==> src/rtl/uart_byte_rx.sv <==
// UART 8N1 receiver: oversamples the line, recovers LSB-first bytes and strobes them out,
// flagging framing errors and holding off on a line that stays low (break).
module uart_byte_rx #(
    parameter int unsigned CLKS_PER_BIT = 868
) (
    input  logic       clk,
    input  logic       rst,
    input  logic       rx,
    output logic [7:0] byte_out,
    output logic       valid_out,
    output logic       frame_err,
    output logic       busy
);

    localparam int unsigned CNT_W = $clog2(CLKS_PER_BIT);
    localparam logic [CNT_W-1:0] HALF = CNT_W'((CLKS_PER_BIT - 1) / 2);
    localparam logic [CNT_W-1:0] LAST = CNT_W'(CLKS_PER_BIT - 1);

    generate
        if (CLKS_PER_BIT < 4) begin : g_bad_param
            $error("uart_byte_rx: CLKS_PER_BIT must be at least 4");
        end
    endgenerate

    typedef enum logic [2:0] {
        S_IDLE,
        S_START,
        S_DATA,
        S_STOP,
        S_BREAK
    } state_e;

    logic [1:0]       sync_q;
    logic             rx_s;
    state_e           state_q, state_d;
    logic [CNT_W-1:0] cnt_q, cnt_d;
    logic [2:0]       bit_idx_q, bit_idx_d;
    logic [7:0]       shift_q, shift_d;
    logic [7:0]       byte_q, byte_d;
    logic             valid_q, valid_d;
    logic             ferr_q, ferr_d;

    // Two-flop synchronizer; resets to the idle-high line level so reset release is not a start bit.
    always_ff @(posedge clk or posedge rst) begin
        if (rst) begin
            sync_q <= 2'b11;
        end else begin
            // NOTE: non-blocking assignments keep every flop sampling pre-edge values, so the
            // two stages shift by one per clock instead of collapsing into a single flop.
            sync_q <= {sync_q[0], rx};
        end
    end

    assign rx_s = sync_q[1];

    always_ff @(posedge clk or posedge rst) begin
        if (rst) begin
            state_q   <= S_IDLE;
            cnt_q     <= '0;
            bit_idx_q <= '0;
            shift_q   <= '0;
            byte_q    <= '0;
            valid_q   <= 1'b0;
            ferr_q    <= 1'b0;
        end else begin
            state_q   <= state_d;
            cnt_q     <= cnt_d;
            bit_idx_q <= bit_idx_d;
            shift_q   <= shift_d;
            byte_q    <= byte_d;
            valid_q   <= valid_d;
            ferr_q    <= ferr_d;
        end
    end

    always_comb begin
        // NOTE: every signal gets a default before the case so no path leaves one unassigned,
        // which would otherwise infer a latch.
        state_d   = state_q;
        cnt_d     = '0;
        bit_idx_d = bit_idx_q;
        shift_d   = shift_q;
        byte_d    = byte_q;
        valid_d   = 1'b0;
        ferr_d    = 1'b0;

        unique case (state_q)
            S_IDLE: begin
                if (!rx_s) begin
                    state_d = S_START;
                end
            end

            S_START: begin
                if (cnt_q == HALF) begin
                    if (rx_s) begin
                        state_d = S_IDLE;
                    end else begin
                        state_d   = S_DATA;
                        bit_idx_d = '0;
                    end
                end else begin
                    cnt_d = cnt_q + CNT_W'(1);
                end
            end

            S_DATA: begin
                if (cnt_q == LAST) begin
                    shift_d = {rx_s, shift_q[7:1]};
                    if (bit_idx_q == 3'd7) begin
                        state_d = S_STOP;
                    end else begin
                        bit_idx_d = bit_idx_q + 3'd1;
                    end
                end else begin
                    cnt_d = cnt_q + CNT_W'(1);
                end
            end

            S_STOP: begin
                // Returning to IDLE at mid-stop lets the next start edge be caught without a gap.
                if (cnt_q == LAST) begin
                    if (rx_s) begin
                        byte_d  = shift_q;
                        valid_d = 1'b1;
                        state_d = S_IDLE;
                    end else begin
                        ferr_d  = 1'b1;
                        state_d = S_BREAK;
                    end
                end else begin
                    cnt_d = cnt_q + CNT_W'(1);
                end
            end

            S_BREAK: begin
                if (rx_s) begin
                    state_d = S_IDLE;
                end
            end

            default: begin
                state_d = S_IDLE;
            end
        endcase
    end

    assign byte_out  = byte_q;
    assign valid_out = valid_q;
    assign frame_err = ferr_q;
    assign busy      = (state_q != S_IDLE);

endmodule

==> config.mk <==
export PLATFORM = sky130hd
export DESIGN_NAME = uart_byte_rx
export DESIGN_NICKNAME = d
export VERILOG_FILES = /design/src/rtl/uart_byte_rx.sv
export SDC_FILE = /design/constraint.sdc
export NUM_CORES = 1
export LEC_CHECK = 0
export ABC_AREA = 1
export ABC_CLOCK_PERIOD_IN_PS = 2800
export CAP_MARGIN = 10
export CORE_AREA = 2 2 57 59
export CTS_CLUSTER_SIZE = 12
export DETAILED_ROUTE_END_ITERATION = 16
export DIE_AREA = 0 0 59 61
export PLACE_DENSITY = 0.91
export SETUP_SLACK_MARGIN = 0.2
export SYNTH_ARGS = -nofsm -noshare
export SYNTH_HDL_FRONTEND = slang
export SYNTH_SLANG_ARGS = --single-unit
==> constraint.sdc <==
create_clock -name clk -period 2.8 [get_ports clk]
set_input_delay 0.42 -clock clk [delete_from_list [all_inputs] [get_ports clk]]
set_output_delay 0.42 -clock clk [all_outputs]
set_load 0.1 [all_outputs]
==> flow_metrics.tcl, run 1 <==
set metrics [dict create \
    hold_viol 0 \
    syn_inst 204 \
    grt_first_pass_wirelength_um 4970 \
    yosysWarningCount 0 \
    synth-edff-count 0 \
    via_count 1281 \
    drtPass1Iterations 5 \
    setup_violations 0 \
    placeableCoreArea_sq_um 2950 \
    timing.max_cap.violations 0 \
    clock_insertion_delay_worst_skew_ns 0.34 \
    nNetsFinal 230 \
    design.die.area_sq_um 3600 \
    max_stage_delay_ns 0.45 \
    final.min_clock_period_ns 1.70 \
    syn2layout_area_growth_pct 12.6 \
    cts.hold.buffers_added 0 \
    wp_depth 6 \
    outcome "completed" \
    synth_top_cell_by_area "dfrtp_1" \
    number_of_antenna_violations_at_the_first_check_in_global_routing 0 \
    die_h_um 61 \
    num_antenna_cells 0 \
    critPathMaxFanout 17 \
    finalWirelength_um 2910 \
    n_fill_cell 235 \
    globalRouteTotalUtil 0.189 \
    holdPathStages 0 \
    async_reset_ff_frac 1.00 \
    finalInstanceArea_sq_um 1930 \
    max_slew_margin 0.627 \
    first_iter_violations 65 \
    finalClockSkew_ns 0.0124 \
    grt_pass1_vias 1172 \
    cts_tree "yes" \
    post_cts_setup_repair_bufs 0 \
    data_required_time_of_the_worst_path_ns 3.00 \
    final_antenna_net_count 0 \
    maxClockFrequency_mhz 589 \
    critical_path.n_buffers_inverters 0 \
    average_detailed_routed_wire_length_per_instance_um 11.3 \
    r2r_cells 6 \
    synth.yosys.seq_area_share 0.527 \
    worstPathCellList "ha_1 -> nand2_1 -> nor2_1 -> nand2_2 -> nor3_4 -> o21ai_0" \
    clkTransAtPathRegs_ns 0.11 \
    most_repeated_cell_in_the_gate_level_netlist_after_synthesis "nand2_1" \
    detailed_place.area_sq_um 1850 \
    rows 20 \
    root_buffer "clkbuf_4" \
    detail_route.drc_violations 0 \
    critical_path.top_delay_family "simple AND/OR/NAND/NOR gates" \
    synth.ff_latch_count 36 \
    h_tree_lvls 2 \
    avgSynthCellArea_sq_um 8.40 \
    global_placement_routability_congestion 0.932 \
    grt_total_ovfl 0 \
    grt_start_max_net_pins 37 \
    synth.top_cells.by_count "60 x nand2_1, 34 x dfrtp_1, 28 x inv_1" \
    place_hpwl_um 2050 \
    period_share 0.607 \
    avgViaCountPerCell 4.98 \
    width_of_the_die_um 59 \
    max-clock-path-buffers 2 \
    ys_dominant_reg_cell "dfrtp_1" \
    design_power_total_uw 898 \
    initial_core_utilization 0.581 \
    rsz0062_at_grt "false" \
    power_per_cell_area_nw_per_um2 466 \
    cts_num_sinks 36 \
    drive_above_1_share 0.138 \
    leakage_uw 0.00103 \
    synth_top_area_frac 0.496 \
    port_buffers 13 \
    hp-class "reg2reg" \
    critical_path.startpoint_type "flip-flop" \
    timing_worst_setup_path_type "reg2reg" \
    cts_resized 0 \
    syn_nets 211 \
    crit_path_top_delay_cell "nor3_4" \
    synth.top_cells.by_area "dfrtp_1 50%, nand2_1 13%, inv_1 6.1%, nand3_1 5.8%, nor2_1 4.2%" \
    synth.distinct_cells 26 \
    timing_worst_slew_pin_value_ns 0.556 \
    irDropWorstVdd_v 0.000290 \
    finalMaxSlewViolations 0 \
    setup_total_negative_slack_ns 0 \
    timing.critical_path.arrival_ns 1.90 \
    setup.worst_path.end_class "flip-flop" \
    synth_area_sq_um 1710 \
    cts_made_buffers 5 \
    boundaryPins 14 \
]
[flip-flops by register name, summed over array words and instances, names as in the netlist]
signal / count
byte_out: 8
state_q: 3
shift_q: 8
frame_err: 1
bit_idx_q: 3
valid_out: 1
cnt_q: 10
sync_q: 2
[metal layers]
layer	up-vias	routed length, um	GRT usage	part of all wire
met3	6	102	0.0448	0.035
met1	566	1420	0.249	0.49
met4	0	47	0.0909	0.016
li1	680	-	-	-
met5	-	0	0	0
met2	29	1350	0.295	0.46
[where the power goes]
group,leakage [uW],switching [uW],internal [uW]
Sequential,0.000481,1.12,522
Clock,0.0000412,172,186
Combinational,0.000503,11.9,4.10
[path summary, 6_finish.rpt]
check                      startpoint           to  slack [ns]
hold reg to reg             sync_q[0]    sync_q[1]        0.36
min in group asynchronous         rst  byte_out[0]        0.46
setup reg to reg             cnt_q[0]  byte_out[2]        1.10
setup / recovery             cnt_q[0]  byte_out[2]        1.10
hold / removal              sync_q[0]    sync_q[1]        0.36
max in group asynchronous         rst    sync_q[0]        1.99
[final cells by class]
class / instances / area [sq um] / share of cell area
Inverter: 29 / 109 / 0.0564
Timing Repair Buffer: 14 / 110 / 0.0571
Multi-Input combinational cell: 137 / 686 / 0.355
Tap cell: 33 / 41.3 / 0.0214
Clock inverter: 3 / 42.5 / 0.0220
Sequential cell: 36 / 903 / 0.468
Clock buffer: 5 / 37.5 / 0.0195
[worst register-to-register path, stage by stage (launching register included)]
cell and delay [ns]:
dfrtp_1 0.41, ha_1 0.24, nand2_1 0.07, nor2_1 0.12
nand2_2 0.11, nor3_4 0.45, o21ai_0 0.17
[logic make-up (layout without fill, tap and decap cells)]
group | after synthesis | count (layout) | synth area share
simple gates | 115 | 115 | 0.310
buf+inv | 31 | 51 | 0.0730
xor+xnor | 2 | 2 | 0.0102
flops | 36 | 36 | 0.527
fa+ha+maj | 4 | 4 | 0.0292
compound gates | 16 | 16 | 0.0504
[cell usage in the layout (no fill, tap or decap), types with 4 or more instances in the layout]
cell type and instances:
buf_4 12, nor3_1 5, nor2_1 19, nand2_1 60
inv_1 28, dfrtp_1 34, ha_1 4, o21ai_0 12
clkbuf_4 5, nand3_1 20
[through the flow]
step | hold WS (ns) | utilization | instances | worst slack [ns]
2_1_floorplan | 0.345 | - | 204 | 1.25
4_1_cts | 0.364 | 0.653 | 257 | 1.07
3_3_place_gp | 0.346 | 0.626 | 249 | 1.14
5_1_grt | 0.372 | 0.653 | 257 | 0.919
3_5_place_dp | 0.347 | 0.626 | 249 | 1.08
6_report | 0.362 | 0.653 | 257 | 1.10
No activity file was read; power rests on OpenSTA's default activity.
==> inputs of run 2 (changes only) <==
Settings changed: ABC_CLOCK_PERIOD_IN_PS 2800 to 1400, CORE_AREA 2 2 57 59 to 2 2 61 63, DIE_AREA 0 0 59 61 to 0 0 63 65, PLACE_DENSITY 0.91 to 0.85.
Clock period 2.8 ns to 1.4 ns, I/O delays scaled along.
==> flow_metrics.tcl, run 2 (synthesized netlist as in run 1, its figures left out) <==
set metrics [dict create \
    cts_num_sinks 36 \
    syn2layout_area_growth_pct 49.6 \
    dpl.cell_count 271 \
    width_of_the_die_um 63 \
    setup_violations 31 \
    via_count 1496 \
    hold_viol 0 \
    max_stage_delay_ns 0.43 \
    number_of_antenna_violations_at_the_first_check_in_global_routing 0 \
    data_required_time_of_the_worst_path_ns 1.70 \
    final_cell_count_without_fillers 292 \
    h_tree_lvls 2 \
    critPathMaxFanout 4 \
    setup.worst_path.end_class "flip-flop" \
    first_iter_violations 76 \
    r2r_cells 9 \
    finalMaxSlewViolations 0 \
    avgViaCountPerCell 5.12 \
    initial_core_utilization 0.490 \
    globalRouteTotalUtil 0.189 \
    timing.critical_path.arrival_ns 1.88 \
    die_h_um 65 \
    leakage_uw 0.00126 \
    reg2reg_to "byte_out[1]" \
    max_slew_margin 0.752 \
    clock_insertion_delay_worst_skew_ns 0.37 \
    cts_tree "yes" \
    finalWirelength_um 4200 \
    placeableCoreArea_sq_um 3500 \
    cts_made_buffers 5 \
    final_antenna_net_count 0 \
    post-route-util 0.734 \
    detail_route.drc_violations 0 \
    finalInstanceArea_sq_um 2560 \
    max-clock-path-buffers 2 \
    hp-class "in2async" \
    place_hpwl_um 2200 \
    drtPass1Iterations 4 \
    multi_input_logic_area_sq_um 918 \
    crit_path_top_delay_cell "dfrtp_1" \
    timing_worst_setup_path_type "reg2reg" \
    rows 22 \
    worstPathCellList "ha_4 -> nand2_2 -> nor2_2 -> nand2_2 -> nor3_4 -> buf_12 -> clkbuf_16 -> nand2_4 -> o21ai_1" \
    port_buffers 13 \
    setup_total_negative_slack_ns -2.33 \
    mostFrequentLayoutCell "nand2_1" \
    detailed_place.area_sq_um 2130 \
    cts.hold.buffers_added 0 \
    clkTransAtPathRegs_ns 0.13 \
    grt_start_max_net_pins 37 \
    largest_register_ffs 10 \
    drive_above_1_share 0.455 \
    average_detailed_routed_wire_length_per_instance_um 14.4 \
    final.min_clock_period_ns 1.58 \
    period_share 1.13 \
    boundaryPins 14 \
    power_per_cell_area_nw_per_um2 711 \
    n_fill_cell 209 \
    reg2reg_setup_slack_ns -0.18 \
    grt_first_pass_wirelength_um 5890 \
    violations_in_the_final_reports "negative setup slack" \
    ff_latch_area_sq_um 910 \
    outcome "complete, but fails checks" \
    rsz0062_at_grt "true" \
    reg2reg_from "cnt_q[0]" \
    mostFrequentLayoutCells "35 x nand2_1, 29 x dfrtp_1, 21 x inv_1" \
    layout_setup_ws_ns -0.184 \
    num_antenna_cells 0 \
    nNetsFinal 250 \
    grt_total_ovfl 0 \
    critical_path.startpoint_type "flip-flop" \
    finalClockSkew_ns 0.0181 \
    design.die.area_sq_um 4100 \
    root_buffer "clkbuf_4" \
    maxClockFrequency_mhz 631 \
    timing.max_cap.violations 0 \
    path_common_cell "nand2_2" \
    regMostFlops "cnt_q" \
    grt_pass1_vias 1346 \
    irDropWorstVdd_v 0.000412 \
    timing_worst_slew_pin_value_ns 0.370 \
    global_placement_routability_congestion 0.888 \
]
run 2: worst max-delay path by stage:
stage / from / endpoint / slack [ns] / cells past startpoint
2_1_floorplan: cnt_q[0] / byte_out[1] / -0.02 / 7
3_3_place_gp: bit_idx_q[0] / bit_idx_q[1] / 0.01 / 7
3_5_place_dp: cnt_q[0] / byte_out[1] / -0.03 / 8
4_1_cts: cnt_q[1] / state_q[2] / -0.01 / 10
5_1_grt: cnt_q[4] / byte_out[4] / -0.26 / 9
6_report: cnt_q[0] / byte_out[1] / -0.18 / 9
run 2: what timing repair did:
action,in CTS,in global routing
gates resized for setup,27,51
endpoints found under the hold margin,0,0
pin swaps,5,14
setup buffers,6,4
gates cloned,0,3
setup endpoints to repair,35,41
run 2: routing by layer:
metal | wire length (um) | GRT usage | vias up
li1 | - | - | 723
met1 | 1730 | 0.233 | 727
met2 | 2210 | 0.315 | 35
met3 | 143 | 0.0486 | 11
met4 | 118 | 0.0833 | 0
met5 | 0 | 0 | -
run 2: layout make-up:
type,instances,area share
clock buffer,5,0.0146
clock inverter,3,0.0166
inverter,29,0.0454
multi-input combinational,137,0.358
sequential,36,0.355
tap,48,0.0234
timing repair buffer,33,0.185
timing repair inverter,1,0.00244
run 2: metrics by stage:
| step | total power, uW | hold WS [ns] | setup WS (ns) |
|---|---|---|---|
| floorplan | 1090 | 0.214 | -0.0234 |
| global placement | 1110 | 0.347 | 0.0126 |
| detailed placement | 1110 | 0.348 | -0.0323 |
| CTS | 1830 | 0.207 | -0.0136 |
| global route | 1890 | 0.199 | -0.262 |
| finish | 1820 | 0.192 | -0.184 |
run 2: critical path: cells and delay by family, from the launching register on:
| kind | cells | cell delay, ns |
|---|---|---|
| AO/OA/AOI/OAI | 1 | 0.08 |
| adder cells (fa/ha/maj) | 1 | 0.17 |
| buffers and inverters | 2 | 0.29 |
| flip-flops | 1 | 0.43 |
| AND/OR/NAND/NOR | 5 | 0.56 |
run 2: power by group:
part           switching (uW)  internal, uW  total (uW)
clock network             367           372         739
registers                2.03          1040        1050
logic                    26.4          12.5        38.9
